==> src/rtl/ctrl_pkg.sv <==
// Shared definitions for the controller poller: FSM states, poll command, reply field positions
// and the controller_out layout also consumed by the physics side.
package ctrl_pkg;

   typedef enum logic [2:0] {
      StIdle,
      StTx,
      StRxWait,
      StRxBit,
      StCheck,
      StErr
   } ctrl_state_e;

   localparam logic [23:0] POLL_CMD  = 24'h400300;
   localparam int unsigned TX_CELLS  = 25;
   localparam int unsigned RESP_BITS = 64;

   // Reply bytes land MSB first in a 64-bit shift register: byte0 is bits 63:56.
   localparam int unsigned BYTE0_LSB = 56;
   localparam int unsigned BYTE1_LSB = 48;
   localparam int unsigned BYTE2_LSB = 40;
   localparam int unsigned BYTE3_LSB = 32;

   localparam int unsigned BTN_START  = 4;
   localparam int unsigned BTN_Y      = 3;
   localparam int unsigned BTN_X      = 2;
   localparam int unsigned BTN_B      = 1;
   localparam int unsigned BTN_A      = 0;
   localparam int unsigned HDR_LSB    = 5;
   localparam int unsigned ORIGIN_BIT = 7;

   localparam logic [31:0] NEUTRAL_WORD = 32'h0000_8080;

   localparam int unsigned OUT_START_BIT = 26;
   localparam int unsigned OUT_B_BIT     = 25;
   localparam int unsigned OUT_JUMP_BIT  = 24;
   localparam int unsigned OUT_X_LSB     = 8;
   localparam int unsigned OUT_Y_LSB     = 0;

endpackage

==> src/rtl/ctrl_line_sync.sv <==
// Two-flop synchronizer for the open-drain data line plus a falling-edge detector on the
// synchronized value.
module ctrl_line_sync (
   input  logic clk_i,
   input  logic rst_i,
   input  logic line_i,
   output logic line_o,
   output logic fall_o
);

   logic [1:0] sync_q;
   logic       prev_q;

   always_ff @(posedge clk_i or posedge rst_i) begin
      if (rst_i) begin
         sync_q <= 2'b11;
         prev_q <= 1'b1;
      end else begin
         sync_q <= {sync_q[0], line_i};
         prev_q <= sync_q[1];
      end
   end

   assign line_o = sync_q[1];
   assign fall_o = prev_q & ~sync_q[1];

endmodule

==> src/rtl/controller_poller.sv <==
// Periodically polls a single-wire game controller and publishes the decoded button/stick word.
// Optional macro CTRL_RUMBLE_EN takes the poll command LSB from the rumble input.
module controller_poller #(
   parameter int unsigned CLK_PER_US     = 50,
   parameter int unsigned POLL_PERIOD    = 833333,
   parameter int unsigned BIT_TIMEOUT_US = 10
) (
   input  logic        clock,
   input  logic        reset,
   input  logic        data_in,
   output logic        data_oe,
   input  logic        rumble,
   output logic [31:0] controller_out,
   output logic        sample_valid,
   output logic        connected
);
   import ctrl_pkg::*;

   localparam int unsigned CellCyc = 4 * CLK_PER_US;
   localparam int unsigned TmoCyc  = BIT_TIMEOUT_US * CLK_PER_US;
   localparam int unsigned CntMax  = (CellCyc > TmoCyc) ? CellCyc : TmoCyc;
   localparam int unsigned CntW    = $clog2(CntMax + 1);
   localparam int unsigned PollW   = $clog2(POLL_PERIOD + 1);

   localparam logic [CntW-1:0]  CellLast = CntW'(CellCyc - 1);
   localparam logic [CntW-1:0]  TmoLast  = CntW'(TmoCyc - 1);
   localparam logic [CntW-1:0]  SampleAt = CntW'(2 * CLK_PER_US - 1);
   localparam logic [CntW-1:0]  ShortCyc = CntW'(CLK_PER_US);
   localparam logic [CntW-1:0]  LongCyc  = CntW'(3 * CLK_PER_US);
   localparam logic [PollW-1:0] PollLast = PollW'(POLL_PERIOD - 1);
   localparam logic [6:0]       TxLast   = 7'(TX_CELLS - 1);
   localparam logic [6:0]       RespDone = 7'(RESP_BITS);

   ctrl_state_e      state_q, state_d;
   logic [PollW-1:0] poll_q, poll_d;
   logic [CntW-1:0]  cnt_q, cnt_d;
   logic [6:0]       idx_q, idx_d;
   logic [63:0]      resp_q, resp_d;
   logic [31:0]      out_q, out_d;
   logic             valid_q, valid_d;
   logic             conn_q, conn_d;

   logic        line_sync, line_fall, poll_wrap, tx_bit, resp_ok, unused_resp;
   logic [23:0] tx_cmd;
   logic [24:0] tx_frame;
   logic [31:0] resp_word;

   ctrl_line_sync u_line_sync (
      .clk_i  (clock),
      .rst_i  (reset),
      .line_i (data_in),
      .line_o (line_sync),
      .fall_o (line_fall)
   );

   assign poll_wrap = (poll_q == PollLast);

`ifdef CTRL_RUMBLE_EN
   logic cmd_lsb_q;

   always_ff @(posedge clock or posedge reset) begin
      if (reset) begin
         cmd_lsb_q <= 1'b0;
      end else if (state_q == StIdle && poll_wrap) begin
         cmd_lsb_q <= rumble;
      end
   end

   assign tx_cmd = {POLL_CMD[23:1], cmd_lsb_q};
`else
   logic unused_rumble;
   assign unused_rumble = rumble;
   assign tx_cmd        = POLL_CMD;
`endif

   // Stop bit of value 1 follows the command, MSB first.
   assign tx_frame = {tx_cmd, 1'b1};
   assign tx_bit   = tx_frame[5'(TX_CELLS - 1) - idx_q[4:0]];
   assign data_oe  = (state_q == StTx) && (cnt_q < (tx_bit ? ShortCyc : LongCyc));

   always_comb begin
      resp_word                 = '0;
      resp_word[OUT_START_BIT]  = resp_q[BYTE0_LSB + BTN_START];
      resp_word[OUT_B_BIT]      = resp_q[BYTE0_LSB + BTN_B];
      resp_word[OUT_JUMP_BIT]   = resp_q[BYTE0_LSB + BTN_A] | resp_q[BYTE0_LSB + BTN_X];
      resp_word[OUT_X_LSB +: 8] = resp_q[BYTE2_LSB +: 8];
      resp_word[OUT_Y_LSB +: 8] = resp_q[BYTE3_LSB +: 8];
   end

   assign resp_ok = (resp_q[BYTE0_LSB + HDR_LSB +: 3] == 3'b000) &&
                    resp_q[BYTE1_LSB + ORIGIN_BIT];
   assign unused_resp = ^{resp_q[BYTE0_LSB + BTN_Y], resp_q[BYTE1_LSB +: 7],
                          resp_q[BYTE3_LSB-1:0]};

   always_comb begin
      state_d = state_q;
      poll_d  = poll_wrap ? '0 : poll_q + PollW'(1);
      cnt_d   = '0;
      idx_d   = idx_q;
      resp_d  = resp_q;
      out_d   = out_q;
      valid_d = 1'b0;
      conn_d  = conn_q;
      unique case (state_q)
         StIdle: begin
            if (poll_wrap) begin
               state_d = StTx;
               idx_d   = '0;
            end
         end
         StTx: begin
            cnt_d = cnt_q + CntW'(1);
            if (cnt_q == CellLast) begin
               cnt_d = '0;
               if (idx_q == TxLast) begin
                  state_d = StRxWait;
                  idx_d   = '0;
               end else begin
                  idx_d = idx_q + 7'd1;
               end
            end
         end
         StRxWait: begin
            cnt_d = cnt_q + CntW'(1);
            if (line_fall) begin
               cnt_d   = '0;
               state_d = (idx_q == RespDone) ? StCheck : StRxBit;
            end else if (cnt_q == TmoLast) begin
               state_d = StErr;
            end
         end
         StRxBit: begin
            // Edges before the sample point are ignored; only the counter advances.
            cnt_d = cnt_q + CntW'(1);
            if (cnt_q == SampleAt) begin
               cnt_d   = '0;
               resp_d  = {resp_q[62:0], line_sync};
               idx_d   = idx_q + 7'd1;
               state_d = StRxWait;
            end
         end
         StCheck: begin
            if (resp_ok) begin
               out_d   = resp_word;
               valid_d = 1'b1;
               conn_d  = 1'b1;
               state_d = StIdle;
            end else begin
               state_d = StErr;
            end
         end
         StErr: begin
            conn_d  = 1'b0;
            state_d = StIdle;
         end
         default: state_d = StIdle;
      endcase
   end

   always_ff @(posedge clock or posedge reset) begin
      if (reset) begin
         state_q <= StIdle;
         poll_q  <= '0;
         cnt_q   <= '0;
         idx_q   <= '0;
         resp_q  <= '0;
         out_q   <= NEUTRAL_WORD;
         valid_q <= 1'b0;
         conn_q  <= 1'b0;
      end else begin
         state_q <= state_d;
         poll_q  <= poll_d;
         cnt_q   <= cnt_d;
         idx_q   <= idx_d;
         resp_q  <= resp_d;
         out_q   <= out_d;
         valid_q <= valid_d;
         conn_q  <= conn_d;
      end
   end

   assign controller_out = out_q;
   assign sample_valid   = valid_q;
   assign connected      = conn_q;

endmodule

==> config.mk <==
export PLATFORM = sky130hd
export DESIGN_NAME = controller_poller
export DESIGN_NICKNAME = d
export VERILOG_FILES = /design/src/rtl/ctrl_pkg.sv /design/src/rtl/ctrl_line_sync.sv /design/src/rtl/controller_poller.sv
export SDC_FILE = /design/constraint.sdc
export NUM_CORES = 1
export LEC_CHECK = 0
export CORE_MARGIN = 2
export CORE_UTILIZATION = 58
export CTS_CLUSTER_DIAMETER = 200
export DETAILED_ROUTE_END_ITERATION = 7
export GPL_TIMING_DRIVEN = 1
export PLACE_DENSITY = 0.79
export SLEW_MARGIN = 10
export SYNTH_ARGS = -nofsm -noshare
export SYNTH_HDL_FRONTEND = slang
export SYNTH_HIERARCHICAL = 1
export SYNTH_SLANG_ARGS = --single-unit
==> constraint.sdc <==
create_clock -name clock -period 5.21 [get_ports clock]
set_clock_uncertainty 0.1 [all_clocks]
set_input_delay 1.563 -clock clock [delete_from_list [all_inputs] [get_ports clock]]
set_output_delay 1.563 -clock clock [all_outputs]
set_load 0.05 [all_outputs]
After elaboration in Yosys (flattened, before gate mapping)
Memories as Yosys holds them, arrays and structs flattened.
Cells that the tools add are included.
{"block": "word_totals", "romBits": 32, "regBits": 127, "output_inout_bits": 35, "mem_count": 1}
{"block": "op_classes", "addsub": 4, "n_reduce_logical": 11, "n_mux": 25, "eq_ne": 17, "n_lt_le_gt_ge": 2, "bitwise_logic": 3}
{"name": "(no name shown)", "depth": 32, "word_bits": 1, "read_ports": 1, "rd_clocked_by_memory_dff": 0, "write_ports": 0, "line_no": "controller_poller.sv:78", "source": "assign tx_bit = tx_frame[5'(TX_CELLS - 1) - idx_q[4:0]];"}
{"cell": "$mux W7", "n": 4}
{"cell": "$mux W9", "n": 3}
{"cell": "$pmux W9 S3", "n": 1}
{"cell": "$mux W3", "n": 8}
{"cell": "$pmux W7 S3", "n": 1}
{"cell": "$add A20 B1 Y20 const B", "n": 1}
{"cell": "$eq A20 B20 Y1 const B", "n": 1}
{"cell": "$mux W20", "n": 1}
{"cell": "$pmux W3 S5", "n": 1}
{"cell": "$add A9 B1 Y9 const B", "n": 1}
{"cell": "$eq A9 B7 Y1 const B", "n": 1}
{"cell": "$eq A9 B8 Y1 const B", "n": 1}
{"cell": "$eq A9 B9 Y1 const B", "n": 1}
{"cell": "$lt A9 B8 Y1", "n": 1}
{"cell": "$mux W8", "n": 1}
{"cell": "$add A7 B1 Y7 const B", "n": 1}
{"cell": "$eq A7 B5 Y1 const B", "n": 1}
{"cell": "$eq A7 B7 Y1 const B", "n": 1}
{"cell": "$eq A3 B2 Y1 const B", "n": 2}
{"cell": "$eq A3 B3 Y1 const B", "n": 2}
{"cell": "$logic_not A3 Y1", "n": 2}
{"cell": "$lt A5 B6 Y1 const B", "n": 1}
{"cell": "$ne A2 B2 Y1 const B", "n": 3}
{"cell": "$reduce_and A2 Y1", "n": 3}
{"cell": "14 further kinds", "n": 19}

Logic depth before layout (Yosys ltp)
{"block": "logic_depth", "word_depth": 6, "depth_mapped": 10}

Modules after synthesis
Netlist, hierarchy kept.
{"module": "controller_poller", "cells_each": 437, "seq_area_each_um2": 3105.5, "area_each_um2": 5509.0, "instances": 1}
{"module": "ctrl_line_sync", "cells_each": 5, "seq_area_each_um2": 78.8, "area_each_um2": 96.3, "instances": 1}

Worst setup path before layout
Ideal clock, no wire load.
{"block": "synth_timing", "kind": "register to output", "start": "reg idx_q[0]", "end": "out data_oe", "path_stages_with_launch": 11, "path_slack_ns": -1.225, "arrival_ns": 4.772, "cell_sequence": "dfrtp_1 inv_1 ha_1 ha_1 nor3_1 a21oi_1 mux2i_1 ha_1 a211o_1 a311o_1 a2111oi_0"}
{"block": "synth_via", "elab_chain_len": 6}
{"element": "from (decl)", "line_no": "controller_poller.sv:37", "source": "logic [6:0] idx_q, idx_d;"}
{"element": "from (signal assigned)", "line_no": "controller_poller.sv:174", "source": "idx_q <= idx_d;"}
{"element": "$sub A5 B5 Y5", "line_no": "controller_poller.sv:78"}
{"element": "$mem_v2 Z32 W1"}
{"element": "$mux W1 (not written as such)", "line_no": "controller_poller.sv:78"}
{"element": "$mux W8", "line_no": "controller_poller.sv:79", "source": "assign data_oe = (state_q == StTx) && (cnt_q < (tx_bit ? ShortCyc : LongCyc));"}
{"element": "$lt A9 B8 Y1", "line_no": "controller_poller.sv:79"}
{"element": "$logic_and A1 B1 Y1", "line_no": "controller_poller.sv:79"}
{"element": "to (decl)", "line_no": "controller_poller.sv:11", "source": "output logic data_oe,"}
No other way between the ends. The select of a mux whose other input is x is not followed.

Worst setup path in the final report
Ends and elaborated chain as after synthesis.

==> flow_summary_export.csv <==
group,metric,value,unit
die,die_area,10500,µm²
sta,hold_slack,0.255,ns
synthesis,synth-seq-area-share,0.568,
detailed_routing,drt_iter0_drc,202,
final_layout,drive_above_1_share,0.308,
final_layout,nNetsFinal,492,
pwr,p_leak,3.20,nW
die,die_y,102,µm
worst_setup_path,crit_path_max_fanout,6,
sta,period_minus_slack,5.07,ns
synthesis,synth_cell_type_count,51,
pwr,switchingPower,0.496,mW
global_routing,grt_pass1_vias,3571,
synthesis,avgSynthCellArea,12.7,µm²
global_routing,grt.total_usage,0.204,
placed_design,dp_hpwl,6120,µm
run,max_cap_violations,0,
pwr,p_total,2.28,mW
worst_setup_path,path_class,"flip-flop to output pin",
synthesis,synth-xor-area-share,0.0422,
final_layout,synthToLayoutAreaGrowth,19.2,%
pwr,clockPowerShare,0.546,
detailed_routing,wl_per_cell,16.0,µm
pwr,intPower,1.78,mW
clock_network,clk_path_buf_depth,2,
placed_design,place_congestion,0.808,
detailed_routing,drt-total-wl,9900,µm
global_routing,gr-total-overflow,0,
final_layout,n_antenna_cell,0,
worst_setup_path,worstRegToRegCells,6,
clock_network,worstSkewPairLatency,0.52,ns
worst_setup_path,cpMaxStageDelayCell,"dfrtp_2",
global_routing,antenna_found_initial,0,
sta,fin_crit_sh,0.974,
sta,worstMarginPinSlew,0.994,ns
global_routing,grt_pass1_wl,16400,µm
clock_network,cts.sinks,127,
synthesis,synth-simple-area-share,0.114,
synthesis,synthMuxAreaShare,0.168,
clock_network,clkTransAtPathRegs,0.06,ns
worst_setup_path,crit_path_end_kind,"output pin",
clock_network,cts_tree,"done",
synthesis,synth_top_family_by_area,"multiplexers",
synthesis,synth_area_leaders,"dfrtp_1, mux2_2, dfstp_2",
detailed_routing,viasPerCell,5.55,
worst_setup_path,cp_top_family,"compound AO/OA/AOI/OAI gates",
synthesis,ys_ff_latch,127,
synthesis,synth_warnings,6,
worst_setup_path,reg2reg_from,"cnt_q[4]",
sta,fmax,197,MHz
die,row_count,35,
worst_setup_path,regToRegEndpoint,"idx_q[3]",
min_path,hold_depth,0,
detailed_routing,drt_first_pass_iters,4,
detailed_routing,antenna_left,0,
global_routing,grt_max_degree,66,
sta,maxSlewHeadroom,0.337,
pwr,swShare,0.218,
synthesis,yosysTopAreaCell,"dfrtp_1",
die,core,9330,µm²
synthesis,netlist.area_leader.share,0.545,
die,die_x,102,µm
synthesis,synthCells,442,
sta,tns,0,ns
synthesis,synth_compound_area_frac,0.0455,
worst_setup_path,crit_buf_inv,2,
final_layout,mostFrequentLayoutCell,"dfrtp_1",
final_layout,layout_common_cells,"dfrtp_1, mux2_2, nor2_1, clkdlybuf4s50_1, clkbuf_16",
worst_setup_path,cp.arrival,3.41,ns
min_path,min_from,"u_line_sync/sync_q[0]",
min_path,min_to,"u_line_sync/sync_q[1]",
sta,setup_viol,0,
worst_setup_path,slowest_delay,0.44,ns
pwr,power_density,341,nW/µm²
clock_network,htreeDepth,4,
detailed_routing,post-route-drc-count,0,
worst_setup_path,cp_cell_sequence,"inv_2, ha_4, a21boi_0, xnor2_1, mux2i_1, ha_1, a211o_1, a311o_1, a2111oi_4, clkbuf_16",
die,initial_utilization,0.601,
clock_network,cts_made_buffers,17,
worst_setup_path,r2r_setup_slack,2.42,ns
synthesis,async_flop_share,1.00,
worst_setup_path,cp.required,3.55,ns
synthesis,synth_fa_ha_area_frac,0.0223,
min_path,hold_path.class,"flip-flop to flip-flop",
pwr,max-vdd-ir-drop,0.249,mV
pwr,seq_power_share,0.435,
sta,slew_viol_final,0,
run_status,status,"completed",
synthesis,synth_flop_cell,"dfrtp_1",
synthesis,synth_area,5610,µm²
detailed_routing,route.vias.total,3441,
sta,hold_violations,0,
worst_setup_path,startpoint_type,"flip-flop",
final_layout,stdcell_count,620,
pwr,p_comb_frac,0.019,
placed_design,dp.cells,584,
clock_network,hold_buffers,0,
placed_design,portBuffers,24,
synthesis,synth_edf_count,0,
clock_network,cts-root-buf,"clkbuf_8",
die,num_io_pins,39,
per-stage QoR:
step,setup WS (ns),util,cell area [µm²]
global placement,0.444,0.638,5950
finish,0.138,0.716,6680
CTS,0.0372,0.707,6600
global route,-0.0297,0.716,6680
detailed placement,0.314,0.638,5950
floorplan,0.105,-,5660
power by group through the flow:
stage	Sequential, mW	Combinational, mW	Clock [mW]
after floorplan	1.01	0.0437	0
after global placement	1.01	0.0443	0
after detailed placement	1.01	0.0452	0
after CTS	0.989	0.0453	1.26
after global routing	0.989	0.0499	1.31
final	0.990	0.0439	1.24
state kept, by name (all words and copies together) (netlist names), 2 cells and up:
| name | flops |
|---|---|
| resp_q | 64 |
| state_q | 3 |
| u_line_sync/sync_q | 2 |
| cnt_q | 9 |
| poll_q | 20 |
| controller_out | 19 |
| idx_q | 7 |
worst max-delay path by stage:
| stage | start | cells past startpoint | endpoint |
|---|---|---|---|
| floorplan | idx_q[0] | 10 | data_oe |
| global placement | idx_q[0] | 11 | data_oe |
| detailed placement | idx_q[0] | 11 | data_oe |
| CTS | idx_q[0] | 11 | data_oe |
| global route | idx_q[0] | 11 | data_oe |
| finish | idx_q[0] | 10 | data_oe |
worst reg2reg max path: cells and delay by family, from the launching register on:
kind / cells / cell delay, ns
AOI/OAI and AO/OA: 2 / 0.63
buffers and inverters: 1 / 0.38
DFF: 1 / 0.46
and+or+nand+nor: 3 / 1.12
what timing repair did:
action	in CTS	in global routing
gates resized for setup	2	8
pin swaps	1	5
setup buffers	1	3
setup endpoints to repair	1	1
gates cloned	0	0
cells by family after synthesis:
logic type	after synthesis
AOI/OAI and AO/OA	36
xor gates and xnor gates	27
adders and majority gates	10
buffers and inverters	43
DFF	127
muxes	84
other	1
and+or+nand+nor	114
cell usage after synthesis (3+ instances only):
master / n
nand4_1: 5
nand2b_1: 4
xor2_1: 13
nor2_1: 33
dfrtp_1: 122
nor4_1: 3
nand3_1: 16
and4_1: 4
dfstp_2: 5
and3_1: 6
nor2b_1: 7
clkbuf_1: 8
nor3_1: 6
o22ai_1: 3
and2_1: 3
inv_1: 15
buf_2: 7
nor4b_1: 3
xnor2_1: 14
mux2_2: 82
a21oi_1: 8
o31ai_1: 5
nand2_1: 11
o21ai_0: 7
buf_4: 13
ha_1: 10
area by class of cell:
type	instances	area (µm²)
Clock buffer	18	418
Clock inverter	14	204
Fill cell	589	2650
Inverter	15	58.8
Multi-Input combinational cell	284	2330
Sequential cell	127	3190
Tap cell	129	161
Timing Repair Buffer	33	323
routing by layer:
| layer | up-vias | share of wire | track usage |
|---|---|---|---|
| li1 | 1598 | - | - |
| met5 | - | 0 | 0 |
| met4 | 0 | 0.020 | 0.0851 |
| met3 | 24 | 0.027 | 0.0568 |
| met2 | 58 | 0.51 | 0.344 |
| met1 | 1761 | 0.44 | 0.249 |
No activity file was read; power rests on OpenSTA's default activity.
